$ cat src/rtl/rpn_sequenciador_pilha.sv
// rtl/rpn_sequenciador_pilha.sv - RPN sequencer with a DEPTH-entry LIFO operand stack feeding an external ALU.
// Optional macro SEQ_RPN_DUP_EN adds the dup_pulso input (duplicate top of stack).
module rpn_sequenciador_pilha #(
    parameter int WIDTH = 8,
    parameter int DEPTH = 4,
    parameter int OPW   = 3,
    parameter int CW    = $clog2(DEPTH + 1)
) (
    input  logic             clk,
    input  logic             reset,
    input  logic [WIDTH-1:0] entrada_dados,
    input  logic [OPW-1:0]   op_codigo,
    input  logic             push_pulso,
    input  logic             op_pulso,
`ifdef SEQ_RPN_DUP_EN
    input  logic             dup_pulso,
`endif
    input  logic             limpar_pulso,
    input  logic [WIDTH-1:0] alu_resultado,
    input  logic             alu_valido,
    output logic [WIDTH-1:0] operando_A,
    output logic [WIDTH-1:0] operando_B,
    output logic [OPW-1:0]   alu_op,
    output logic             alu_inicio,
    output logic             enable_reg_A,
    output logic             enable_reg_B,
    output logic             enable_reg_Resultado,
    output logic [WIDTH-1:0] topo,
    output logic [CW-1:0]    profundidade,
    output logic             ocupado,
    output logic             erro_overflow,
    output logic             erro_underflow
);

    localparam int AW = (DEPTH > 1) ? $clog2(DEPTH) : 1;

    typedef enum logic {ST_IDLE, ST_EXEC} state_t;

    state_t           r_state;
    state_t           w_state_next;
    logic [WIDTH-1:0] r_stack [DEPTH];
    logic [CW-1:0]    r_sp;
    logic [WIDTH-1:0] r_op_a;
    logic [WIDTH-1:0] r_op_b;
    logic [OPW-1:0]   r_alu_op;
    logic             r_inicio;
    logic             r_en_a;
    logic             r_en_b;
    logic             r_en_res;
    logic             r_ovf;
    logic             r_unf;

    logic [AW-1:0]    w_idx_new;
    logic [AW-1:0]    w_idx_top;
    logic [AW-1:0]    w_idx_sec;
    logic             w_full;
    logic             w_empty;
    logic             w_has_two;
    logic             w_dup;
    logic             w_do_push;
    logic             w_do_dup;
    logic             w_do_op;
    logic             w_do_wb;
    logic             w_set_ovf;
    logic             w_set_unf;
    logic             w_clear;

`ifdef SEQ_RPN_DUP_EN
    assign w_dup = dup_pulso;
`else
    assign w_dup = 1'b0;
`endif

    // Indices are only used when sp guarantees they are in range.
    assign w_idx_new = AW'(r_sp);
    assign w_idx_top = AW'(r_sp - CW'(1));
    assign w_idx_sec = AW'(r_sp - CW'(2));
    assign w_full    = (r_sp == CW'(DEPTH));
    assign w_empty   = (r_sp == '0);
    assign w_has_two = (r_sp >= CW'(2));

    always_comb begin
        w_state_next = r_state;
        w_do_push    = 1'b0;
        w_do_dup     = 1'b0;
        w_do_op      = 1'b0;
        w_do_wb      = 1'b0;
        w_set_ovf    = 1'b0;
        w_set_unf    = 1'b0;
        w_clear      = 1'b0;
        if (limpar_pulso) begin
            w_clear      = 1'b1;
            w_state_next = ST_IDLE;
        end else begin
            case (r_state)
                ST_IDLE: begin
                    if (op_pulso) begin
                        if (w_has_two) begin
                            w_do_op      = 1'b1;
                            w_state_next = ST_EXEC;
                        end else begin
                            w_set_unf = 1'b1;
                        end
                    end else if (w_dup) begin
                        if (w_full)       w_set_ovf = 1'b1;
                        else if (w_empty) w_set_unf = 1'b1;
                        else              w_do_dup  = 1'b1;
                    end else if (push_pulso) begin
                        if (w_full) w_set_ovf = 1'b1;
                        else        w_do_push = 1'b1;
                    end
                end
                ST_EXEC: begin
                    if (alu_valido) begin
                        w_do_wb      = 1'b1;
                        w_state_next = ST_IDLE;
                    end
                end
                default: w_state_next = ST_IDLE;
            endcase
        end
    end

    always_ff @(posedge clk) begin
        if (reset) begin
            r_state  <= ST_IDLE;
            r_sp     <= '0;
            r_op_a   <= '0;
            r_op_b   <= '0;
            r_alu_op <= '0;
            r_inicio <= 1'b0;
            r_en_a   <= 1'b0;
            r_en_b   <= 1'b0;
            r_en_res <= 1'b0;
            r_ovf    <= 1'b0;
            r_unf    <= 1'b0;
            for (int i = 0; i < DEPTH; i++) r_stack[i] <= '0;
        end else begin
            r_state  <= w_state_next;
            r_inicio <= w_do_op;
            r_en_a   <= w_do_op;
            r_en_b   <= w_do_op;
            r_en_res <= w_do_wb;
            if (w_clear) begin
                r_sp  <= '0;
                r_ovf <= 1'b0;
                r_unf <= 1'b0;
            end else begin
                if (w_set_ovf) r_ovf <= 1'b1;
                if (w_set_unf) r_unf <= 1'b1;
                if (w_do_push) begin
                    r_stack[w_idx_new] <= entrada_dados;
                    r_sp               <= r_sp + CW'(1);
                end
                if (w_do_dup) begin
                    r_stack[w_idx_new] <= r_stack[w_idx_top];
                    r_sp               <= r_sp + CW'(1);
                end
                if (w_do_op) begin
                    r_op_a   <= r_stack[w_idx_sec];
                    r_op_b   <= r_stack[w_idx_top];
                    r_alu_op <= op_codigo;
                end
                // Result replaces the older operand; the top slot becomes free.
                if (w_do_wb) begin
                    r_stack[w_idx_sec] <= alu_resultado;
                    r_sp               <= r_sp - CW'(1);
                end
            end
        end
    end

    assign operando_A           = r_op_a;
    assign operando_B           = r_op_b;
    assign alu_op               = r_alu_op;
    assign alu_inicio           = r_inicio;
    assign enable_reg_A         = r_en_a;
    assign enable_reg_B         = r_en_b;
    assign enable_reg_Resultado = r_en_res;
    assign topo                 = w_empty ? '0 : r_stack[w_idx_top];
    assign profundidade         = r_sp;
    assign ocupado              = (r_state == ST_EXEC);
    assign erro_overflow        = r_ovf;
    assign erro_underflow       = r_unf;

endmodule

$ cat config.mk
export PLATFORM = sky130hd
export DESIGN_NAME = rpn_sequenciador_pilha
export DESIGN_NICKNAME = d
export VERILOG_FILES = /design/src/rtl/rpn_sequenciador_pilha.sv
export SDC_FILE = /design/constraint.sdc
export NUM_CORES = 1
export LEC_CHECK = 0
export CAP_MARGIN = 20
export CORE_AREA = 2 2 88 90
export CTS_CLUSTER_DIAMETER = 120
export CTS_CLUSTER_SIZE = 40
export DETAILED_ROUTE_END_ITERATION = 8
export DIE_AREA = 0 0 90 92
export GPL_ROUTABILITY_DRIVEN = 0
export HOLD_SLACK_MARGIN = 0.15
export PLACE_DENSITY = 0.72
export SLEW_MARGIN = 20
export SYNTH_ARGS = -nofsm -noshare
export SYNTH_HDL_FRONTEND = slang
export SYNTH_SLANG_ARGS = --single-unit
$ cat constraint.sdc
create_clock -name clk -period 3.7 [get_ports clk]
set_input_delay 0.74 -clock clk [delete_from_list [all_inputs] [get_ports clk]]
set_output_delay 0.74 -clock clk [all_outputs]
set_load 0.02 [all_outputs]
==> run_results.csv, run 1 <==
group,metric,value,unit
drt,drc,0,
placed_design,place_hpwl,5.54,mm
timing,clock_skew,0.00584,ns
timing,post-route-period-util,0.923,
pwr,irDropWorstVdd,0.135,mV
synth,syn_area_per_cell,11.0,µm²
clock_tree,cts_buffers,9,
setup_path,crit_required,2.96,ns
global_route,grt_usage,0.202,
layout,fillers,655,
clock_tree,clock_sinks,59,
drt,detailroute.wirelength.met2,3.98,mm
die,dieArea,0.00828,mm²
drt,drt_iter0_markers,193,
clock_tree,htreeDepth,3,
timing,slew_viol_final,0,
synth,syn_area,0.00323,mm²
global_route,grt_max_degree,37,
timing,timing.slew.headroom,0.543,
clock_tree,root_buffer,"clkbuf_8",
pwr,p_leak,0.00139,µW
synth,ys_seq_area_frac,0.465,
layout,diodes,0,
timing,max_freq,293,MHz
setup_path,arrival,2.67,ns
setup_path,crit_slowest_cell,"ha_1",
clock_tree,clk_pin_slew,0.06,ns
timing,fin_crit,3.41,ns
placed_design,place_area,0.00389,mm²
pwr,power.density,358,mW/mm²
global_route,overflow,0,
clock_tree,cts_buffer_depth,2,
min_path,hold_path.class,"register to register",
drt,vias,2642,
timing,worstMarginPinSlew,0.682,ns
drt,dr.max_layer_used,"met4",
global_route,antenna_found_initial,0,
setup_path,worst_setup_path_end_kind,"primary output",
setup_path,critPathKind,"register to primary output",
clock_tree,cts_tree,"yes",
drt,drt-met1-wl,3.38,mm
setup_path,critPathBufInv,2,
run,cap_violations,0,
die,die_w,90,µm
clock_tree,clock_latency,0.34,ns
setup_path,slowest_delay,0.64,ns
layout,design_area,0.00410,mm²
layout,multi_input_area,0.00153,mm²
synth,synth.distinct_cells,41,
clock_tree,postCtsHoldBufs,0,
drt,drt_first_pass_iters,5,
timing,setup-violations-final,0,
global_route,grt_pass1_vias,2694,
layout,final_common_cell,"clkdlybuf4s50_1",
synth,syn_inst,294,
clock_tree,cts_resized,0,
layout,final_cell_mix,"clkdlybuf4s50_1, o21ai_0, edfxtp_1",
drt,wl_met3,652,µm
die,start_util,0.433,
timing,rsz0062_at_grt,"false",
setup_path,crit_fanout,11,
pwr,power,1470,µW
timing,finalSetupTns,0,ns
drt,ant_nets,0,
setup_path,worstPathCellList,"inv_1 > ha_1 > mux4_2 > and2_1 > clkdlybuf4s50_1",
layout,layout-drive-gt1-share,0.147,
drt,wl_per_cell,17.9,µm
clock_tree,cts_setup_buffers,0,
drt,drt-total-wl,8.18,mm
synth,syn-num-nets,323,
layout,regArea,0.00150,mm²
drt,via_per_inst,5.79,
synth,ys_ff_latch,59,
die,die_y,92,µm
placed_design,port_buffers,61,
synth,yosysWarnings,0,
layout,nets,378,
outcome,outcome,"finished clean",
setup_path,start_kind,"register",
die,core_area,0.00745,mm²
layout,area_delta_synth_final,26.9,%
timing,finalHoldViolations,0,
global_route,grt_first_pass_wirelength,13.2,mm
die,ioPinCount,62,
setup_path,critical_path.top_delay_family,"adder cells",
die,rows,32,
==> power breakdown <==
part	internal [µW]	switching (µW)
Clock	377	256
Combinational	57.7	60.5
Sequential	706	10.3
Total	1140	327
==> cell type report <==
cell class                 instances  area share
clock buffer                      11      0.0321
clock inverter                     5      0.0189
inverter                          10     0.00917
multi-input combinational        197       0.373
sequential                        59       0.367
tap                              102      0.0312
timing repair buffer              72       0.169
==> state kept, by name, indices dropped and copies added (netlist names) <==
name / cells
operando_A: 8
enable_reg_B: 1
ocupado: 1
alu_op: 3
erro_underflow: 1
r_stack: 32
enable_reg_Resultado: 1
erro_overflow: 1
profundidade: 3
operando_B: 8
==> routing by layer <==
layer	vias up	track usage
met2	141	0.332
met3	14	0.0419
met1	1241	0.253
met4	0	0.104
li1	1246	-
met5	-	0
==> worst min-delay path, stage by stage, from the launching register on <==
cell and delay, ns:
dfxtp_1 0.30, o21ai_0 0.06, a21oi_1 0.06
==> through the flow <==
step / setup slack [ns] / util / hold WS [ns] / instances
3_5_place_dp: 0.619 / 0.522 / 0.465 / 440
4_1_cts: 0.247 / 0.550 / 0.476 / 456
5_1_grt: 0.144 / 0.550 / 0.499 / 456
6_report: 0.285 / 0.550 / 0.473 / 456
2_1_floorplan: 0.349 / - / 0.554 / 294
3_3_place_gp: 0.686 / 0.522 / 0.455 / 440
==> path summary, 6_finish.rpt <==
path	from	to	slack (ns)	cells after the start
setup / recovery	profundidade[0]	topo[6]	0.29	5
hold / removal	operando_B[3]	operando_B[3]	0.47	2
setup reg to reg	ocupado	r_stack[2][0]	1.47	3
hold reg to reg	operando_B[3]	operando_B[3]	0.47	2
==> logic make-up after synthesis <==
| family | count (synthesis) | share of synthesized area |
|---|---|---|
| buffers and inverters | 38 | 0.0617 |
| DFF | 59 | 0.465 |
| adders and majority gates | 4 | 0.0155 |
| and+or+nand+nor | 81 | 0.152 |
| AOI/OAI and AO/OA | 94 | 0.187 |
| muxes | 18 | 0.118 |
==> cells in the mapped netlist (all sizes together) <==
cell type,count,area (µm²)
nor2,5,18.8
or3,2,13.8
a22oi,1,7.51
and3,9,56.3
edfxtp,32,961
and4bb,1,12.5
a31o,8,70.1
nor2b,2,12.5
and2,8,50.1
mux4,16,360
nand3,27,135
nand2,14,52.6
o31a,1,8.76
or4b,1,13.8
ha,4,50.1
o21ai,35,175
nor3b,2,31.3
nor4b,1,23.8
o21a,1,7.51
a31oi,3,18.8
nor3,4,20.0
and3b,1,10.0
nand2b,2,12.5
mux2i,2,20.0
a21oi,23,115
a221oi,17,161
buf,16,115
o31ai,3,22.5
or3b,1,8.76
a32oi,1,8.76
inv,10,37.5
clkbuf,12,46.3
nand3b,1,20.0
dfxtp,27,541
o41ai,1,8.76
(Power assumes the default switching activity.)
==> run 2: changes to the inputs <==
--- a/config.mk
+++ b/config.mk
@@ -12,7 +12,7 @@
 export DETAILED_ROUTE_END_ITERATION = 8
 export DIE_AREA = 0 0 90 92
 export GPL_ROUTABILITY_DRIVEN = 0
-export HOLD_SLACK_MARGIN = 0.15
+export HOLD_SLACK_MARGIN = 0.02
 export PLACE_DENSITY = 0.72
 export SLEW_MARGIN = 20
 export SYNTH_ARGS = -nofsm -noshare
==> results of run 2 <==
Same layout as run 1: the final DEF is identical, and so are final timing and power.
